### config.mk
export PLATFORM = sky130hd
export DESIGN_NAME = mic_peak_level
export DESIGN_NICKNAME = d
export VERILOG_FILES = /design/src/rtl/mic_level_pkg.sv /design/src/rtl/level_quantizer.sv /design/src/rtl/mic_peak_level.sv
export SDC_FILE = /design/constraint.sdc
export NUM_CORES = 1
export LEC_CHECK = 0
export CAP_MARGIN = 20
export CORE_ASPECT_RATIO = 0.7
export CORE_MARGIN = 2
export CORE_UTILIZATION = 54
export DETAILED_ROUTE_END_ITERATION = 8
export PLACE_DENSITY_LB_ADDON = 0.15
export SLEW_MARGIN = 20
export SYNTH_ARGS = -nofsm -noshare
export SYNTH_HDL_FRONTEND = slang
export SYNTH_SLANG_ARGS = --single-unit
### constraint.sdc
create_clock -name CLK -period 6.4 [get_ports CLK]
set_input_delay 1.28 -clock CLK [delete_from_list [all_inputs] [get_ports CLK]]
set_output_delay 1.28 -clock CLK [all_outputs]
set_load 0.01 [all_outputs]
### src/rtl/mic_level_pkg.sv
// Shared widths and default quantiser settings for the microphone peak-level block.
package mic_level_pkg;
  localparam int MIC_W     = 12;
  localparam int LEVEL_W   = 4;
  localparam int LEVEL_MAX = 15;
  localparam int LED_W     = 16;

  localparam int DEF_THRESH0   = 2175;
  localparam int DEF_STEP_LOG2 = 7;
endpackage

### src/rtl/level_quantizer.sv
// Combinational peak-to-level map plus thermometer and BCD decode of a display level.
// The display level is a separate input so a held level can drive the decoders.
module level_quantizer
  import mic_level_pkg::*;
#(
  parameter int THRESH0   = DEF_THRESH0,
  parameter int STEP_LOG2 = DEF_STEP_LOG2
) (
  input  logic [MIC_W-1:0]   peak_i,
  input  logic [LEVEL_W-1:0] disp_lvl_i,
  output logic [LEVEL_W-1:0] raw_lvl_o,
  output logic [LED_W-1:0]   led_bar_o,
  output logic [3:0]         digit_tens_o,
  output logic [3:0]         digit_ones_o
);
  localparam logic [MIC_W:0] TH0   = (MIC_W+1)'(THRESH0);
  localparam logic [MIC_W:0] TH1   = (MIC_W+1)'(THRESH0 + 1);
  localparam logic [MIC_W:0] LMAX  = (MIC_W+1)'(LEVEL_MAX);

  logic [MIC_W:0]   pk_ext;
  logic [MIC_W:0]   diff;
  logic [MIC_W:0]   steps;
  logic [LED_W:0]   one_hot;
  logic [LEVEL_W:0] lvl_p1;

  // 13-bit arithmetic: the subtraction is only used when peak exceeds THRESH0, so it never wraps
  assign pk_ext = {1'b0, peak_i};
  assign diff   = pk_ext - TH1;
  assign steps  = diff >> STEP_LOG2;

  assign raw_lvl_o = (pk_ext <= TH0)  ? '0 :
                     (steps >= LMAX)  ? LEVEL_W'(LEVEL_MAX) :
                                        LEVEL_W'(steps + (MIC_W+1)'(1));

  assign lvl_p1       = {1'b0, disp_lvl_i} + (LEVEL_W+1)'(1);
  assign one_hot      = (LED_W+1)'(1) << lvl_p1;
  assign led_bar_o    = LED_W'(one_hot - (LED_W+1)'(1));
  assign digit_tens_o = (disp_lvl_i >= 4'd10) ? 4'd1 : 4'd0;
  assign digit_ones_o = (disp_lvl_i >= 4'd10) ? disp_lvl_i - 4'd10 : disp_lvl_i;
endmodule

### src/rtl/mic_peak_level.sv
// Windowed peak detector publishing a 0..15 volume level, LED bar and BCD digits per window.
// Optional peak-hold with slow decay is enabled by defining MIC_PEAK_HOLD_EN.
module mic_peak_level
  import mic_level_pkg::*;
#(
  parameter int WINDOW       = 10000,
  parameter int THRESH0      = DEF_THRESH0,
  parameter int STEP_LOG2    = DEF_STEP_LOG2,
  parameter int HOLD_WINDOWS = 4
) (
  input  logic               CLK,
  input  logic               reset,
  input  logic               sample_valid,
  input  logic [MIC_W-1:0]   sample,
  output logic [MIC_W-1:0]   peak,
  output logic [LEVEL_W-1:0] level,
  output logic               level_valid,
  output logic [LED_W-1:0]   led_bar,
  output logic [3:0]         digit_tens,
  output logic [3:0]         digit_ones
);
  logic [MIC_W-1:0]   run_max_q;
  logic [15:0]        win_cnt_q;
  logic               last_smp;
  logic [MIC_W-1:0]   close_pk;
  logic [LEVEL_W-1:0] raw_lvl;
  logic [LEVEL_W-1:0] disp_lvl_d;
  logic [LED_W-1:0]   led_d;
  logic [3:0]         tens_d;
  logic [3:0]         ones_d;

  assign last_smp = sample_valid && (win_cnt_q == 16'(WINDOW - 1));
  assign close_pk = (sample > run_max_q) ? sample : run_max_q;

  level_quantizer #(
    .THRESH0   (THRESH0),
    .STEP_LOG2 (STEP_LOG2)
  ) u_quant (
    .peak_i       (close_pk),
    .disp_lvl_i   (disp_lvl_d),
    .raw_lvl_o    (raw_lvl),
    .led_bar_o    (led_d),
    .digit_tens_o (tens_d),
    .digit_ones_o (ones_d)
  );

`ifdef MIC_PEAK_HOLD_EN
  logic [LEVEL_W-1:0] hold_lvl_q;
  logic [15:0]        hold_cnt_q;
  logic [15:0]        hold_cnt_d;

  // Raw level still beats the held one immediately; otherwise decay one step per HOLD_WINDOWS closes
  always_comb begin
    disp_lvl_d = hold_lvl_q;
    hold_cnt_d = hold_cnt_q + 16'd1;
    if (raw_lvl >= hold_lvl_q) begin
      disp_lvl_d = raw_lvl;
      hold_cnt_d = '0;
    end else if (hold_cnt_q == 16'(HOLD_WINDOWS - 1)) begin
      disp_lvl_d = hold_lvl_q - 4'd1;
      hold_cnt_d = '0;
    end
  end

  always_ff @(posedge CLK) begin
    if (reset) begin
      hold_lvl_q <= '0;
      hold_cnt_q <= '0;
    end else if (last_smp) begin
      hold_lvl_q <= disp_lvl_d;
      hold_cnt_q <= hold_cnt_d;
    end
  end
`else
  assign disp_lvl_d = raw_lvl;
`endif

  always_ff @(posedge CLK) begin
    if (reset) begin
      run_max_q   <= '0;
      win_cnt_q   <= '0;
      peak        <= '0;
      level       <= '0;
      level_valid <= 1'b0;
      led_bar     <= 16'h0001;
      digit_tens  <= '0;
      digit_ones  <= '0;
    end else begin
      level_valid <= 1'b0;
      if (last_smp) begin
        run_max_q   <= '0;
        win_cnt_q   <= '0;
        peak        <= close_pk;
        level       <= disp_lvl_d;
        level_valid <= 1'b1;
        led_bar     <= led_d;
        digit_tens  <= tens_d;
        digit_ones  <= ones_d;
      end else if (sample_valid) begin
        run_max_q <= close_pk;
        win_cnt_q <= win_cnt_q + 16'd1;
      end
    end
  end
endmodule

# Word-level counts from Yosys, hierarchy flattened
# Cells that the tools add are included.
dict set report totals {
  reg_bits 69
  output_inout_bits 41
  word_cells 28
}
dict set report op_classes {
  n_addsub 6
  n_lt_le_gt_ge 4
  eq_ne 1
  shift 1
  mux 6
  reduce_logical 2
}
# op count
set ops {}
lappend ops {{$add A16 B1 Y16 const B} 1}
lappend ops {{$eq A16 B14 Y1 const B} 1}
lappend ops {{$shl A1 B5 Y16 const A} 1}
lappend ops {{$sub A16 B1 Y16 const B} 1}
lappend ops {{$sub A12 B12 Y13 const B} 1}
lappend ops {{$gt A12 B12 Y1} 1}
lappend ops {{$le A12 B12 Y1 const B} 1}
lappend ops {{$mux W12} 1}
lappend ops {{$mux W4} 3}
lappend ops {{$ge A6 B4 Y1 const B} 1}
lappend ops {{$add A4 B1 Y5 const B} 1}
lappend ops {{$add A4 B1 Y4 const B} 1}
lappend ops {{$ge A4 B4 Y1 const B} 1}
lappend ops {{$sub A4 B4 Y4 const B} 1}
lappend ops {{$mux W1} 2}
lappend ops {{$reduce_or A2 Y1} 1}
lappend ops {{$logic_and A1 B1 Y1} 1}

# Longest topological paths before layout
# Gate-level depths: netlist of run 1.
dict set report depth {
  depth_word 9
  mapped_depth 21
  depth_no_buf 19
}

# Cells and area by module
# Synthesis of run 1 repeated with hierarchy kept, for this count alone.
dict set report hier_totals {
  hier_cells 504
  hier_area_um2 4102.7
}
# module instances cells_each area_per_inst_um2 seq_area_each_um2
set modules_own_cells {}
lappend modules_own_cells {mic_peak_level 1 374 3290.7 1381.3}
lappend modules_own_cells {level_quantizer 1 130 812.0 0.0}

# Worst setup path after synthesis of run 1
# No wires, ideal clock.
dict set report synth_path {
  path_type {input-to-reg}
  startpoint {input port sample[7]}
  endpoint {register led_bar[10]}
  setup_ps 131
  arrival_ps 4779
  required_ps 6269
  path_slack_ps 1490
  stages 20
  path_buffers 2
  cell_sequence {ha_1 -> nand2_1 -> o21a_1 -> or2_1 -> a31oi_1 -> buf_6 -> buf_6 -> mux2_2 -> nand2_1 -> inv_1 -> ha_1 -> nand2b_1 -> a2111oi_0 -> a211oi_1 -> nand3_1 -> nand3_1 -> inv_1 -> o21ai_0 -> a2111oi_0 -> nor3_1}
}
dict set report synth_via {
  elab_chain_cells 9
  elab_cells_between_ends 11
  classes_between {4 x add/sub; 3 x order compare; 1 x shift; 3 x mux}
}
# element line
set synth_rtl {}
lappend synth_rtl {{start, declared} mic_peak_level.sv:14} ;# input logic [MIC_W-1:0] sample,
lappend synth_rtl {{$gt A12 B12 Y1} mic_peak_level.sv:33} ;# assign close_pk = (sample > run_max_q) ? sample : run_max_q;
lappend synth_rtl {{$mux W12 (*)} mic_peak_level.sv:33}
lappend synth_rtl {{$sub A12 B12 Y13} level_quantizer.sv:28} ;# assign diff = pk_ext - TH1;
lappend synth_rtl {{$ge A6 B4 Y1 / $add A4 B1 Y4 (equally long branches)} {level_quantizer.sv:32, level_quantizer.sv:33}}
lappend synth_rtl {{$mux W4} level_quantizer.sv:32} ;# (steps >= LMAX) ? LEVEL_W'(LEVEL_MAX) :
lappend synth_rtl {{$mux W4 (*)} level_quantizer.sv:31} ;# assign raw_lvl_o = (pk_ext <= TH0) ? '0 :
lappend synth_rtl {{net disp_lvl_d[1]} mic_peak_level.sv:27} ;# logic [LEVEL_W-1:0] disp_lvl_d;
lappend synth_rtl {{$add A4 B1 Y5 (*)} level_quantizer.sv:35} ;# assign lvl_p1 = {1'b0, disp_lvl_i} + (LEVEL_W+1)'(1);
lappend synth_rtl {{$shl A1 B5 Y16 (*)} level_quantizer.sv:36} ;# assign one_hot = (LED_W+1)'(1) << lvl_p1;
lappend synth_rtl {{$sub A16 B1 Y16 (*)} level_quantizer.sv:37} ;# assign led_bar_o = LED_W'(one_hot - (LED_W+1)'(1));
lappend synth_rtl {{end signal, assigned} mic_peak_level.sv:96} ;# led_bar <= led_d;
lappend synth_rtl {{end, declared} mic_peak_level.sv:18} ;# output logic [LED_W-1:0] led_bar,
# The timed path passes the listed nets; every way through them passes the cells marked *.
# A chain may end at the register's enable or synchronous reset.

# Worst setup path in the final report of run 1
# Same ends and word-level chain as after synthesis.

==> flow_summary.ini, run 1 <==
[cells_and_area]
fillCellCount = 562
layout-drive-gt1-share_pct = 7.678
multi_input_area_um2 = 2160
syn2layout_area_growth_pct = 21.55
seqCellArea_um2 = 1301
antenna_cells = 0
nets = 549
fin_cells = 612

[grt]
grt_max_degree = 41
grt_pass1_vias = 3214
groute.usage.overall_pct = 27.53
grt_antenna_before_repair = 0
overflow = 0
grt_pass1_wl_um = 15660

[setup_path]
cpLargestDelayFamily = compound AO/OA/AOI/OAI gates
path_class = input pin to flop
cp_cell_sequence = clkdlybuf4s50_1, ha_1, nand2_1, o21a_1, or2_1, a31oi_4, mux2_4, nand2_4, clkinv_2, ha_1, nand2b_1, a2111oi_0, a211oi_1, nand3_1, nand3_1, inv_1, o21ai_0, a2111oi_0, nor3_1
cp_slowest_cell = clkdlybuf4s50_1
cp.arrival_ns = 5.88
startpoint_type = input pin
critPathRequiredTime_ns = 6.62
crit_path_end_kind = flop
crit_buf_inv = 3
cp_slowest_stage_delay_ns = 0.55
path_max_fanout = 9

[detailed_routing]
viasPerCell = 5.737
wl_um = 9620
drt-initial-drc-count = 346
drt_pass1_iterations = 5
drc = 0
vias = 3511
drt.antenna.violating_nets = 0
wire_per_inst_um = 15.72

[clock_network]
path_clk_slew_ns = 0.07
clock_sinks = 65
cts.path.max_buffers = 2
cts_root_buf = clkbuf_8
cts_tree = done
htree_levels = 3
holdBufCountCts = 0
clock_latency_ns = 0.35
cts_resized = 0
cts_buffers = 9
postCtsSetupBuffers = 0

[logic_synthesis]
synth_compound_area_share_pct = 17.76
synth_top_family_by_area = simple AND/OR/NAND/NOR gates
synth.ff_latch_count = 65
synth.largest_area_cell = dfxtp_1
netlist_area_um2 = 3635
netlist_instances = 468
yosysSeqAreaShare_pct = 35.80
synthMuxAreaShare_pct = 4.991
ys.flop_type = dfxtp_1
synth_fa_ha_area_share_pct = 5.508
synth_top_cell_area_share_pct = 35.80
ys_types = 62
yosys_warnings = 0
synthArstFlopShare_pct = 0
netlist_top_cells_area = dfxtp_1, nor2_1, a21oi_1
synthXorXnorAreaFrac_pct = 3.855
synth-simple-area-share_pct = 26.54
syn_area_per_cell_um2 = 7.767
synth-edff-count = 0

[sta]
period_minus_slack_ns = 5.659
drv_slew = 0
finalHoldViolations = 0
holdWs_ns = 0.4387
finalCritPeriodShare_pct = 88.42
slew_headroom_pct = 48.26
rsz0062_at_grt = false
setup_viol = 0
clock_skew_ns = 0.01015
worst_pin_slew_ns = 0.7741
tns_ns = 0
fmax_mhz = 176.7

[run_status]
status = complete, no violations

[placement]
portBuffers = 52
dp_hpwl_um = 6981
dp.cells = 598
gp_congestion = 0.9565

[min_path]
hp-class = flop to flop

[floorplan]
die_h_um = 72.64
core_area_um2 = 6366
dieArea_um2 = 7414
ioPinCount = 56
start_util_pct = 57.10
die_w_um = 102.1
fp-row-count = 24

[job]
maxCapViolations = 0

[power]
leakage_nw = 1.690
power_density_nw_per_um2 = 218.6
peakVddDrop_mv = 0.1386
power_w = 0.0009658
-- cell type report --
class	instances	share of cell area [%]
clock buffers	11	3.200
flip-flops and latches	65	29.45
repair buffers	62	13.37
multi-input cells	362	48.88
well taps	91	2.577
inverters	18	1.558
clock inverters	3	0.9629
-- cell usage in the layout, fill, tap and decap left out, drive strengths merged, types with 5 or more instances in the layout --
| cell type | count |
|---|---|
| clkbuf | 11 |
| nor2 | 76 |
| and3 | 5 |
| clkdlybuf4s50 | 51 |
| xnor2 | 5 |
| nand4 | 10 |
| nand2b | 5 |
| inv | 17 |
| buf | 11 |
| nand3 | 15 |
| o21ai | 18 |
| a21oi | 49 |
| mux2i | 11 |
| nor3 | 12 |
| xor2 | 11 |
| nor2b | 6 |
| ha | 16 |
| mux2 | 5 |
| a211oi | 10 |
| nand2 | 60 |
| dfxtp | 65 |
-- registers in the layout, indices dropped and copies added (netlist names) --
| name | count |
|---|---|
| led_bar | 16 |
| peak | 12 |
| win_cnt_q | 16 |
| digit_ones | 3 |
| digit_tens | 1 |
| level_valid | 1 |
| run_max_q | 12 |
| level | 4 |
-- power breakdown --
group	leakage, nW	internal (W)	total (W)	switching [W]
clock network	0.0913	0.000186	0.000338	0.000153
registers	0.526	0.000412	0.000421	0.00000930
logic	1.07	0.0000772	0.000207	0.000129
-- through the flow --
stage | instance area, um^2 | setup slack [ns] | util [%]
6_report | 4418 | 0.7414 | 69.40
5_1_grt | 4418 | 0.4438 | 69.40
4_1_cts | 4422 | 0.8089 | 69.46
3_5_place_dp | 4238 | 0.4233 | 66.57
3_3_place_gp | 4238 | 0.5650 | 66.57
2_1_floorplan | 3642 | 1.490 | -
-- worst paths after layout --
| check | to | cells past startpoint | slack, ns | from |
|---|---|---|---|---|
| worst max register to register | led_bar[10] | 19 | 1.60 | run_max_q[7] |
| worst min register to register | led_bar[13] | 2 | 0.44 | led_bar[13] |
| worst max-delay path | led_bar[10] | 19 | 0.74 | sample[7] |
| worst min-delay path | led_bar[13] | 2 | 0.44 | led_bar[13] |
-- layer usage --
layer	up-vias	share of wire, %	wire length [um]	track usage (%)
met4	0	0.89	86	6.519
met2	147	40	3822	39.18
li1	1737	-	-	-
met3	10	9.2	882	9.770
met5	-	0	0	0
met1	1617	50	4830	39.93
-- synth_stat cells, types with 2 or more instances --
cell	n
mux2_4	2
buf_4	5
nor2_1	76
xnor2_1	5
nor4_1	4
mux2i_1	9
a211o_1	2
nand4b_1	2
mux2_2	2
a221o_1	2
mux2i_2	2
o21ai_0	9
nand2b_1	5
and2_1	4
or3_1	4
nor2b_1	6
ha_1	16
nand2_1	58
clkbuf_1	15
a21o_1	2
nand4_1	9
buf_1	2
dfxtp_1	65
xor2_1	11
a21oi_1	49
a31oi_1	2
and3_1	5
inv_1	17
nor3_2	2
a211oi_1	10
nand3_1	15
buf_6	2
a2111oi_0	3
o21ai_1	9
nor3_1	10
-- worst min-delay path: stages, from the launching register on --
cell and delay [ns]:
dfxtp_1 0.31, nand2_1 0.05, nand2_1 0.04
-- cell families (layout without fill, tap and decap cells) --
family	after synthesis	after routing
AO/OA/AOI/OAI	103	103
XOR/XNOR	16	16
adder cells (fa/ha/maj)	16	16
buffers and inverters	43	94
flip-flops	65	65
multiplexers	16	16
other	1	3
AND/OR/NAND/NOR	208	208
(Power assumes the default switching activity.)
==> inputs of run 2 (changes only) <==
Settings changed: CORE_ASPECT_RATIO 0.7 to 0.75.
==> run 2 against run 1 <==
  * Combinational power increased by 4%
  * Die area barely moved
  * First-iteration DRC count down 17%
  * Routed wire length is 2.8% higher
  * Register-to-register slack worse by 0.37 ns
  * Clock power increased by 11%
  * Hold slack better by 0.0011 ns
  * Sequential share of layout area is 0.35 points lower
  * Total power rose by 4.6%
  * Highest routed layer unchanged
==> flow_summary.ini, run 2 (synthesis results as in run 1) <==
[clock_network]
cts_buffers = 9
cts_tree = done
cts_root_buf = clkbuf_8
cts_resized = 0
clock_latency_ns = 0.35
cts.path.max_buffers = 2
htree_levels = 3
postCtsSetupBuffers = 0
holdBufCountCts = 0
clock_sinks = 65
path_clk_slew_ns = 0.07

[power]
power_density_nw_per_um2 = 225.9
peakVddDrop_mv = 0.1960
leakage_nw = 1.723
power_w = 0.001010

[min_path]
hold_depth = 2
hold_end = digit_ones[3]
hp-class = flop to flop
hold_start = digit_ones[3]

[cells_and_area]
finalCoreUtilization_pct = 69.72
layout.cells.most_common_list = nor2_1, dfxtp_1, nand2_1
final_common_cell = nor2_1
nets = 553
antenna_cells = 0
syn2layout_area_growth_pct = 22.99
reg_top3 = led_bar x16, win_cnt_q x16
layout-drive-gt1-share_pct = 8.729

[setup_path]
reg2reg_slack_ns = 1.23
r2r-start = run_max_q[10]
cp_slowest_cell = a2111oi_0
cp_cell_sequence = clkdlybuf4s50_1, ha_1, nand2_1, o21a_1, or2_1, a31oi_4, mux2_4, nand2_4, clkinv_2, ha_1, nand2b_1, a2111oi_0, a211oi_1, nand3_1, nand3_1, inv_1, o21ai_0, a2111oi_0, nor3_1
cpLargestDelayFamily = compound AO/OA/AOI/OAI gates
critPathRequiredTime_ns = 6.62
crit_path_end_kind = flop
reg2reg_to = led_bar[10]
crit_buf_inv = 3
cp_slowest_stage_delay_ns = 0.57
path_max_fanout = 14
path_class = input pin to flop
startpoint_type = input pin
cp.arrival_ns = 6.23
reg2reg_depth = 18

[grt]
met3_usage_pct = 6.685
use_met1_pct = 41.59
grt_pass1_wl_um = 16310
grt_max_degree = 37
use_met2_pct = 40.44
grt_pass1_vias = 3225
grt_antenna_before_repair = 0
groute.usage.overall_pct = 28.22
overflow = 0
busiest_layer = met1

[detailed_routing]
vias = 3565
drt_pass1_iterations = 5
viasPerCell = 5.863
drt-initial-drc-count = 288
drc = 0
drt.antenna.violating_nets = 0
wl_um = 9891
wire_per_inst_um = 16.27

[sta]
finalHoldViolations = 0
setup_viol = 0
rsz0062_at_grt = false
finalCritPeriodShare_pct = 93.96
tns_ns = 0
slew_headroom_pct = 39.93
worst_pin_slew_ns = 0.8760
holdWs_ns = 0.4398
drv_slew = 0
fmax_mhz = 166.3
period_minus_slack_ns = 6.013
clock_skew_ns = 0.008969

[floorplan]
dieArea_um2 = 7410
start_util_pct = 56.68
ioPinCount = 56
fp-row-count = 25
die_w_um = 98.74
die_h_um = 75.05
core_area_um2 = 6412

[placement]
gp_congestion = 1.001
dp_hpwl_um = 7097
portBuffers = 52

[run_status]
status = complete, no violations

[job]
maxCapViolations = 0
==> run 2: worst max-delay path by stage <==
stage	slack (ns)	cells after the start	startpoint	endpoint
2_1_floorplan	1.49	20	sample[7]	led_bar[10]
3_3_place_gp	0.45	18	sample[10]	led_bar[10]
3_5_place_dp	0.23	18	sample[10]	led_bar[10]
4_1_cts	0.57	18	sample[10]	led_bar[10]
5_1_grt	0.16	18	sample[10]	led_bar[10]
6_report	0.39	19	sample[7]	led_bar[10]
==> run 2: area by class of cell <==
type / instances / area, um^2
timing repair buffer: 66 / 625.6
inverter: 18 / 68.82
tap: 81 / 101.3
multi-input combinational: 362 / 2158
sequential: 65 / 1301
fill: 548 / 1942
clock buffer: 12 / 165.2
clock inverter: 4 / 50.05
==> run 2: power by group <==
| group | total (W) | internal [W] | switching, W | leakage (nW) |
|---|---|---|---|---|
| Combinational | 0.000215 | 0.0000827 | 0.000132 | 1.09 |
| Clock | 0.000374 | 0.000211 | 0.000163 | 0.105 |
| Sequential | 0.000421 | 0.000411 | 0.00000961 | 0.526 |
==> run 2: tightest hold or removal path: cells and delay by family (launching register included) <==
kind	cells	cell delay, ns
flip-flops	1	0.31
AND/OR/NAND/NOR	2	0.09
==> run 2: through the flow <==
stage                     cell area (um^2)  setup slack [ns]  instances
after floorplan                       3642             1.490        470
after global placement                4255            0.4526        592
after detailed placement              4255            0.2296        592
after CTS                             4471            0.5719        608
after global routing                  4471            0.1619        608
final                                 4471            0.3867        608
==> run 2: routing by layer <==
| metal | vias to the layer above | wire length [um] |
|---|---|---|
| met5 | - | 0 |
| met4 | 0 | 234 |
| met3 | 33 | 1036 |
| met2 | 184 | 3873 |
| met1 | 1607 | 4745 |
| li1 | 1741 | - |
==> inputs of run 3 (changes only) <==
Settings changed: GPL_TIMING_DRIVEN set to 0.
==> run 3 against run 2 <==
  * Die area unchanged
  * Flip-flop and latch count unchanged
  * Largest power group unchanged
  * Total power down 2.5%
  * Final area down 0.39%
  * Maximum frequency down 0.76%
  * Critical path depth up 1
  * First-iteration DRC count up 14%
  * Clock power down 6.1%
  * Combinational power about the same
  * Hold slack worse by 0.0020 ns
  * Via count up 2.7%
  * Clock skew up 0.00081 ns
==> flow_summary.ini, run 3 (synthesis results as in run 1) <==
[clock_network]
cts_root_buf = clkbuf_8
clock_latency_ns = 0.36
path_clk_slew_ns = 0.07
clock_sinks = 65
cts_tree = done
holdBufCountCts = 0
postCtsSetupBuffers = 0
htree_levels = 3
cts_buffers = 9
cts.path.max_buffers = 2
cts_resized = 0

[setup_path]
cp.arrival_ns = 6.29
cp_slowest_cell = clkdlybuf4s50_1
r2r-start = run_max_q[10]
worstSetupStartpoint = sample[10]
crit_path_end_kind = flop
cp_slowest_stage_delay_ns = 0.57
path_max_fanout = 10
crit_buf_inv = 5
startpoint_type = input pin
cpLargestDelayFamily = compound AO/OA/AOI/OAI gates
path_class = input pin to flop
cp_cell_sequence = clkdlybuf4s50_1, ha_1, nand4_2, a211o_1, a31oi_1, buf_6, buf_6, mux2_2, nand2_1, inv_1, ha_1, nand2b_1, a2111oi_0, a211oi_1, nand3_1, nand3_1, inv_1, o21ai_0, a2111oi_0, nor3_1
critPathRequiredTime_ns = 6.63

[cells_and_area]
antenna_cells = 0
final_area_um2 = 4453
syn2layout_area_growth_pct = 22.51
fin_cells = 619
layout-drive-gt1-share_pct = 6.691
nets = 564
final_common_cell = nor2_1
layout.cells.most_common_list = nor2_1, dfxtp_1, nand2_1
reg_top3 = led_bar x16, win_cnt_q x16

[detailed_routing]
vias = 3662
drt_pass1_iterations = 5
drt-initial-drc-count = 327
viasPerCell = 5.916
wire_per_inst_um = 16.34
drt.antenna.violating_nets = 0
drc = 0
wl_um = 10120

[floorplan]
dieArea_um2 = 7410
start_util_pct = 56.68
fp-row-count = 25
core_area_um2 = 6412
die_h_um = 75.05
ioPinCount = 56
die_w_um = 98.74

[placement]
dp.cells = 603
portBuffers = 52
dp_hpwl_um = 7382
gp_congestion = 0.9441
placement.cell_area_um2 = 4264
dp_slack_ns = 0.09449

[sta]
setup_viol = 0
rsz0062_at_grt = false
finalCritPeriodShare_pct = 94.68
layout_setup_ws_ns = 0.3404
clock_skew_ns = 0.009775
fmax_mhz = 165.0
tns_ns = 0
period_minus_slack_ns = 6.060
finalHoldViolations = 0
worst_pin_slew_ns = 0.8135
slew_headroom_pct = 44.22
drv_slew = 0
holdWs_ns = 0.4378

[grt]
grt_max_degree = 11
busiest_layer = met2
grt_pass1_wl_um = 16670
met3_usage_pct = 6.778
grt_antenna_before_repair = 0
grt_pass1_vias = 3406
groute.usage.overall_pct = 28.85
use_met2_pct = 43.99
use_met1_pct = 41.03
overflow = 0

[min_path]
hp-class = flop to flop
hold_start = digit_ones[3]

[job]
maxCapViolations = 0

[power]
power_density_nw_per_um2 = 221.1
peakVddDrop_mv = 0.1557
leakage_nw = 1.708

[run_status]
status = complete, no violations
==> run 3: cell types whose count changed in the layout (fill, tap and decap cells not counted) <==
cell,before,now
buf_4,14,5
buf_1,0,2
clkbuf_1,0,18
clkinvlp_4,2,0
buf_2,0,1
clkinv_2,2,3
buf_6,0,2
a31oi_1,1,2
a31oi_4,1,0
clkbuf_8,12,10
==> run 3: layout make-up <==
| class | count | area, um^2 |
|---|---|---|
| buffer | 25 | 128.9 |
| tap | 81 | 101.3 |
| timing repair buffer | 52 | 520.5 |
| fill | 554 | 1959 |
| inverter | 18 | 68.82 |
| multi-input combinational | 362 | 2143 |
| clock buffer | 13 | 148.9 |
| sequential | 65 | 1301 |
| clock inverter | 3 | 40.04 |
==> run 3: per-stage QoR <==
step           util, %  power [W]
5_1_grt          69.44   0.001023
3_3_place_gp     66.50  0.0006298
3_5_place_dp     66.50  0.0006342
6_report         69.44  0.0009847
4_1_cts          69.44  0.0009772
2_1_floorplan        -  0.0005762
==> run 3: worst register-to-register path, stage by stage (launching register included) <==
cell	delay, ns
dfxtp_1	0.49
inv_1	0.16
ha_1	0.36
nand4_2	0.17
a211o_1	0.34
a31oi_1	0.19
buf_6	0.20
buf_6	0.18
mux2_2	0.39
nand2_1	0.10
inv_1	0.11
ha_1	0.26
nand2b_1	0.20
a2111oi_0	0.40
a211oi_1	0.12
nand3_1	0.30
nand3_1	0.23
inv_1	0.11
o21ai_0	0.09
a2111oi_0	0.55
nor3_1	0.08
==> run 3: path summary, 6_finish.rpt <==
path | end | slack, ns | cells past startpoint
max | led_bar[10] | 0.34 | 20
min | digit_ones[3] | 0.44 | 2
min reg2reg | digit_ones[3] | 0.44 | 2
max reg2reg | led_bar[10] | 1.25 | 20
==> run 3: power by group <==
part / total, W / leakage [nW] / switching (W) / internal [W]
registers: 0.000421 / 0.526 / 0.00000962 / 0.000412
logic: 0.000212 / 1.09 / 0.000134 / 0.0000781
clock network: 0.000351 / 0.0974 / 0.000161 / 0.000190
==> run 3: layer usage <==
metal | vias to the layer above | wire (um) | share of wire, %
met5 | - | 0 | 0
li1 | 1770 | - | -
met2 | 152 | 4178 | 41
met1 | 1717 | 4962 | 49
met4 | 0 | 148 | 1.5
met3 | 23 | 827 | 8.2
